**src/rtl/button_event_decoder.sv**
```systemverilog
// Turns a debounced button level into press/release/short/long event pulses plus a press counter.
// Define DOUBLE_CLICK_EN to compile in the release-to-press GAP state and the double_press event.
module button_event_decoder #(
  parameter int LONG_CYCLES = 50_000_000,
  parameter int GAP_CYCLES  = 12_500_000,
  parameter int CNT_W       = 26
) (
  input  logic       clk,
  input  logic       rst,
  input  logic       btn_in,
  output logic       press_pulse,
  output logic       release_pulse,
  output logic       short_press,
  output logic       long_press,
  output logic       double_press,
  output logic [7:0] press_count,
  output logic [1:0] state_dbg
);

  typedef enum logic [1:0] {
    IDLE = 2'd0,
    HELD = 2'd1,
    LONG = 2'd2,
    GAP  = 2'd3
  } state_t;

  // The counter only has to reach the larger threshold, so it parks there.
  localparam int MAX_CYC = (LONG_CYCLES > GAP_CYCLES) ? LONG_CYCLES : GAP_CYCLES;
  localparam logic [CNT_W-1:0] SAT_VAL   = CNT_W'(MAX_CYC);
  localparam logic [CNT_W-1:0] LONG_LAST = CNT_W'(LONG_CYCLES - 1);

  state_t           state;
  logic             btn_q;
  logic             btn_d;
  logic             rise;
  logic             fall;
  logic [CNT_W-1:0] cnt;
  logic [CNT_W-1:0] cnt_next;

  assign rise      = btn_q & ~btn_d;
  assign fall      = ~btn_q & btn_d;
  assign cnt_next  = (cnt == SAT_VAL) ? cnt : cnt + CNT_W'(1);
  assign state_dbg = state;

  always_ff @(posedge clk or posedge rst) begin
    if (rst) begin
      btn_q <= 1'b0;
      btn_d <= 1'b0;
    end else begin
      btn_q <= btn_in;
      btn_d <= btn_q;
    end
  end

`ifdef DOUBLE_CLICK_EN
  localparam logic [CNT_W-1:0] GAP_LAST = CNT_W'(GAP_CYCLES - 1);

  logic second;

  always_ff @(posedge clk or posedge rst) begin
    if (rst) begin
      state         <= IDLE;
      cnt           <= '0;
      second        <= 1'b0;
      press_pulse   <= 1'b0;
      release_pulse <= 1'b0;
      short_press   <= 1'b0;
      long_press    <= 1'b0;
      double_press  <= 1'b0;
      press_count   <= 8'd0;
    end else begin
      press_pulse   <= 1'b0;
      release_pulse <= 1'b0;
      short_press   <= 1'b0;
      long_press    <= 1'b0;
      double_press  <= 1'b0;
      case (state)
        IDLE: begin
          if (rise) begin
            press_pulse <= 1'b1;
            press_count <= press_count + 8'd1;
            cnt         <= '0;
            state       <= HELD;
          end
        end
        HELD: begin
          cnt <= cnt_next;
          // A release on the threshold cycle still counts as a short click.
          if (fall) begin
            release_pulse <= 1'b1;
            if (second) begin
              double_press <= 1'b1;
              second       <= 1'b0;
              state        <= IDLE;
            end else begin
              cnt   <= '0;
              state <= GAP;
            end
          end else if (cnt == LONG_LAST) begin
            long_press <= 1'b1;
            second     <= 1'b0;
            state      <= LONG;
          end
        end
        LONG: begin
          if (fall) begin
            release_pulse <= 1'b1;
            state         <= IDLE;
          end
        end
        GAP: begin
          cnt <= cnt_next;
          if (rise) begin
            press_pulse <= 1'b1;
            press_count <= press_count + 8'd1;
            second      <= 1'b1;
            cnt         <= '0;
            state       <= HELD;
          end else if (cnt == GAP_LAST) begin
            short_press <= 1'b1;
            state       <= IDLE;
          end
        end
        default: state <= IDLE;
      endcase
    end
  end
`else
  assign double_press = 1'b0;

  always_ff @(posedge clk or posedge rst) begin
    if (rst) begin
      state         <= IDLE;
      cnt           <= '0;
      press_pulse   <= 1'b0;
      release_pulse <= 1'b0;
      short_press   <= 1'b0;
      long_press    <= 1'b0;
      press_count   <= 8'd0;
    end else begin
      press_pulse   <= 1'b0;
      release_pulse <= 1'b0;
      short_press   <= 1'b0;
      long_press    <= 1'b0;
      case (state)
        IDLE: begin
          if (rise) begin
            press_pulse <= 1'b1;
            press_count <= press_count + 8'd1;
            cnt         <= '0;
            state       <= HELD;
          end
        end
        HELD: begin
          cnt <= cnt_next;
          // A release on the threshold cycle still counts as a short click.
          if (fall) begin
            release_pulse <= 1'b1;
            short_press   <= 1'b1;
            state         <= IDLE;
          end else if (cnt == LONG_LAST) begin
            long_press <= 1'b1;
            state      <= LONG;
          end
        end
        LONG: begin
          if (fall) begin
            release_pulse <= 1'b1;
            state         <= IDLE;
          end
        end
        default: state <= IDLE;
      endcase
    end
  end
`endif

endmodule

```
**config.mk**
```make
export PLATFORM = sky130hd
export DESIGN_NAME = button_event_decoder
export DESIGN_NICKNAME = d
export VERILOG_FILES = /design/src/rtl/button_event_decoder.sv
export SDC_FILE = /design/constraint.sdc
export NUM_CORES = 1
export LEC_CHECK = 0
export ABC_AREA = 1
export BUFFER_PORTS_ARGS = -buffer_cell sky130_fd_sc_hd__buf_2
export CAP_MARGIN = 10
export CORE_MARGIN = 2
export CORE_UTILIZATION = 40
export DETAILED_ROUTE_END_ITERATION = 7
export PLACE_DENSITY_LB_ADDON = 0.25
export SYNTH_ARGS = -nofsm -noshare
export SYNTH_HDL_FRONTEND = slang
export SYNTH_SLANG_ARGS = --single-unit
export TNS_END_PERCENT = 10
```
**constraint.sdc**
```tcl
create_clock -name clk -period 1.6 [get_ports clk]
set_input_delay 0.08 -clock clk [delete_from_list [all_inputs] [get_ports clk]]
set_output_delay 0.08 -clock clk [all_outputs]
set_load 0.02 [all_outputs]
```
==> Word level (Yosys, flattened, before mapping) <==
Index checks and enable logic that the tools add are counted.
{ "totals": {"elab_cells": 45, "regBits": 42, "inputBits": 3} }
{ "classes": {"bitwise": 4, "mux": 16, "n_reduce_logical": 6, "eq_ne": 8, "add_sub_neg": 2} }
{ "ops": {"columns": ["op", "count"], "rows": [
  ["$eq A26 B26 Y1 const B", 2],
  ["$mux W26", 2],
  ["$pmux W26 S2", 1],
  ["$add A26 B1 Y26 const B", 1],
  ["$add A8 B1 Y8 const B", 1],
  ["$mux W1", 8],
  ["$mux W2", 4],
  ["$ne A2 B2 Y1 const B", 3],
  ["$pmux W2 S3", 1],
  ["$reduce_and A3 Y1", 2],
  ["$ne A3 B3 Y1 const B", 1],
  ["$and A1 B1 Y1", 2],
  ["$eq A2 B1 Y1 const B", 1],
  ["$eq A2 B2 Y1 const B", 1],
  ["$logic_not A2 Y1", 1],
  ["$not A1 Y1", 2],
  ["$reduce_and A2 Y1", 1],
  ["$reduce_bool A2 Y1", 1],
  ["$reduce_or A2 Y1", 1]
]} }

==> Depth between registers and ports, before layout <==
{ "logic_depth": {"depth_word": 4, "mapped_depth": 12, "ltp_nobuf": 11} }

==> Worst setup path after synthesis <==
Ideal clock, no wire load.
{ "synth_timing": {"path_type": "register to register", "from": "register state[1], in the netlist state_dbg[1]", "to": "register cnt[10]", "setup_time_ps": 74, "arrival_ps": 1584, "path_stages_with_launch": 9, "slack_ps": -57, "period_less_slack_ps": 1657, "path_buffers": 2, "path_cell_list": "dfrtp_1 -> inv_1 -> ha_1 -> buf_2 -> o21ai_2 -> o21bai_4 -> buf_6 -> nand2_1 -> o21ai_2"} }
{ "synth_between": {"elab_chain_len": 3, "elab_cells_between_ends": 7, "classes_between": "eq/ne: 3; mux: 1; reduce/logical: 3"} }
{ "synth_rtl": {"columns": ["element", "line", "text"], "rows": [
  ["from (decl)", "32", "state_t state;"],
  ["from (signal assigned)", "133", "state <= IDLE;"],
  ["from (signal assigned)", "151", "state <= HELD;"],
  ["from (signal assigned)", "160", "state <= IDLE;"],
  ["$eq A2 B1 Y1 or $logic_not A2 Y1 (tied branches)", "145", "case (state)"],
  ["$ne A2 B2 Y1 (no source line) or $reduce_bool A2 Y1 (tied branches)", null, null],
  ["$reduce_and A3 Y1 (no source line)", null, null],
  ["to (signal assigned)", "155", "cnt <= cnt_next;"],
  ["to (decl)", "37", "logic [CNT_W-1:0] cnt;"]
]} }
Several ways; a longest one is shown, not always the timed one.
A chain may end at the register's enable or synchronous reset.

==> Worst setup path in the final report <==
{ "layout_timing": {"from": "register state[0], in the netlist state_dbg[0]", "to": "register cnt[6]"} }
Same word-level chain as after synthesis.

==> results.toml <==
[final_layout]
instances_no_fill = 478
fillers = 608
syn_to_final_growth_pct = 23.76
diodes = 0
utilization_pct = 51.01
drive_gt1_share_pct = 30.67
layout_commonest_cell = "nand2_1"
final_cell_mix = "107 x nand2_1, 44 x nor2_1, 40 x dfrtp_1, 31 x inv_1, 30 x buf_4"
nets = 409

[grt]
grt.overflow.total = 0
grt_pass1_vias = 2154
grtUsageTotal_pct = 17.67
grt_pass1_wl_um = 10120
antenna_found_initial = 0
grt_max_degree = 20

[timing]
final-hold-violation-count = 0
setup_ws_ns = 0.005712
clock_skew_ns = 0.01356
rsz0062_at_grt = "true"
drv_slew = 0
fmax_mhz = 627.2
setup-violations-final = 0
period_share_pct = 99.64
timing.hold.ws_ns = 0.2441
period_needed_ns = 1.594

[setup_path]
crit_fanout = 6
worstSetupEndpointType = "flop"
startpoint_type = "flop"
path_class = "flop to flop"
ff2ff_setup_slack_ns = 0.006
cp.arrival_ns = 1.84
required_ns = 1.84

[floorplan]
row_count = 29
ios = 18
core-area_um2 = 6350
fp.dieW_um = 84.90
die_height_um = 84.90
initial_core_util_pct = 41.22
die-area_um2 = 7207

[place]
dp_slack_ns = -0.04801
dpl.hpwl_um = 4407
gp_congestion = 0.9147
port_buffers = 16
dp.cells = 465

[synth]
synth_warnings = 0
syn_area_per_cell_um2 = 7.565
netlist_area_um2 = 2618
netlist.top_cell.by_area = "dfrtp_1"
postSynthCellCount = 346
synth_cell_type_count = 31
dominantRegCellSynth = "dfrtp_1"
ys_seq_area_share_pct = 40.15
synth_edf_count = 0
synth_area_leaders = "dfrtp_1 40%, nand2_1 16%, nor2_1 6.9%, o21ai_2 5.0%, inv_1 4.9%"
synth_top_area_share_pct = 40.15
synth_seq_cells = 42
synth.net_count = 355
synthArstFlopShare_pct = 100.0

[cts]
numCtsBuffers = 5
cts.sinks = 42
clk_latency_ns = 0.31
path_clk_slew_ns = 0.09
cts-root-buf = "clkbuf_8"
cts_buffer_depth = 2
cts_htree_levels = 2
cts_tree = "done"

[hold_path]
min_path_type = "input pin to asynchronous set/reset pin"

[run_status]
status = "complete, no violations"

[pwr]
p_per_area_nw_per_um2 = 1147
p_leak_nw = 1.500
ir_drop_uv = 982.2

[drt]
drt-total-wl_um = 5785
routed-via-count = 2262
routed_via_density = 4.732
first_pass_iters = 4
drcViolationCount = 0
ant_nets = 0
drtIter0Drc = 117
routedWlPerCell_um = 12.10

[flow_run]
cap_viol_max_count = 0
[worst paths after layout]
| kind | startpoint | to | cells past startpoint |
|---|---|---|---|
| max in group asynchronous | rst | cnt[13]$_DFFE_PP0P_ | 4 |
| worst max-delay path | state_dbg[0]$_DFFE_PP0P_ | cnt[6]$_DFFE_PP0P_ | 11 |
| worst min-delay path | rst | press_count[6]$_DFFE_PP0P_ | 3 |
| worst min register to register | btn_q$_DFF_PP0_ | btn_d$_DFF_PP0_ | 0 |
| min in group clk | btn_in | btn_q$_DFF_PP0_ | 2 |
| worst max register to register | state_dbg[0]$_DFFE_PP0P_ | cnt[6]$_DFFE_PP0P_ | 11 |
[synth_stat cells (3+ instances only)]
master,number
nand2_1,115
nor2_1,48
dfrtp_1,42
inv_1,34
nand3_1,16
o21ai_2,15
xor2_1,10
xnor2_1,9
nand2_2,8
nand4_1,8
nor2_2,7
ha_1,6
buf_6,3
nor2_4,3
o21ai_1,3
[sequential cells by signal, indices dropped and copies added, names as in the netlist]
register       flops
press_pulse        1
release_pulse      1
state_dbg          2
short_press        1
long_press         1
press_count        8
cnt               26
btn_q              1
btn_d              1
[kinds of logic (layout without fill, tap and decap cells)]
family,after synthesis,after routing,synth area share (%)
compound gates,22,22,7.170
xor+xnor,19,19,6.358
fa+ha+maj,6,6,2.868
buf+inv,44,99,7.983
flops,42,42,40.15
other cells,1,1,0.1433
simple gates,212,212,35.33
[where the power goes]
group / internal [mW] / total, mW / switching (mW)
Clock: 0.308 / 0.693 / 0.385
Combinational: 0.749 / 1.74 / 0.996
Sequential: 1.18 / 1.28 / 0.0985
[cell type report]
type | instances | area [µm²] | area share [%]
Clock inverter | 2 | 15.01 | 0.4635
Clock buffer | 6 | 72.57 | 2.240
Timing Repair Buffer | 53 | 412.9 | 12.75
Sequential cell | 42 | 1054 | 32.52
Tap cell | 77 | 96.34 | 2.974
Inverter | 38 | 145.1 | 4.480
Multi-Input combinational cell | 260 | 1444 | 44.57
[critical path: stages (launching register included)]
cell       delay [ns]
dfrtp_2          0.44
ha_4             0.18
inv_4            0.05
nor2_2           0.03
nand2_1          0.08
nor2_2           0.04
nand2_2          0.10
nor2_4           0.06
nor2_4           0.24
clkbuf_16        0.21
nand3_2          0.06
o21ai_2          0.05
[stage by stage]
stage	power (mW)	setup TNS [ns]	cell area (µm²)
after floorplan	2.316	0	2628
after global placement	2.761	-0.02366	3003
after detailed placement	2.769	-0.3170	3003
after CTS	3.559	-0.09628	3134
after global routing	3.998	-2.382	3239
final	3.716	0	3239
[what timing repair did]
| action | in CTS | in global routing |
|---|---|---|
| gates resized for setup | 4 | 22 |
| hold endpoints to repair | 28 | 0 |
| endpoints found under the setup margin | 20 | 30 |
| gates cloned | 0 | 1 |
| pin swaps | 0 | 5 |
| setup buffers | 0 | 2 |
| hold buffers | 2 | 0 |
[layer usage]
layer | vias up | wire length [µm] | global-route usage [%]
met5 | - | 0 | 0
met4 | 0 | 59 | 4.329
met3 | 6 | 258 | 3.696
met2 | 40 | 2752 | 29.21
met1 | 1044 | 2715 | 23.93
li1 | 1172 | - | -
No activity file was read; power rests on OpenSTA's default activity.
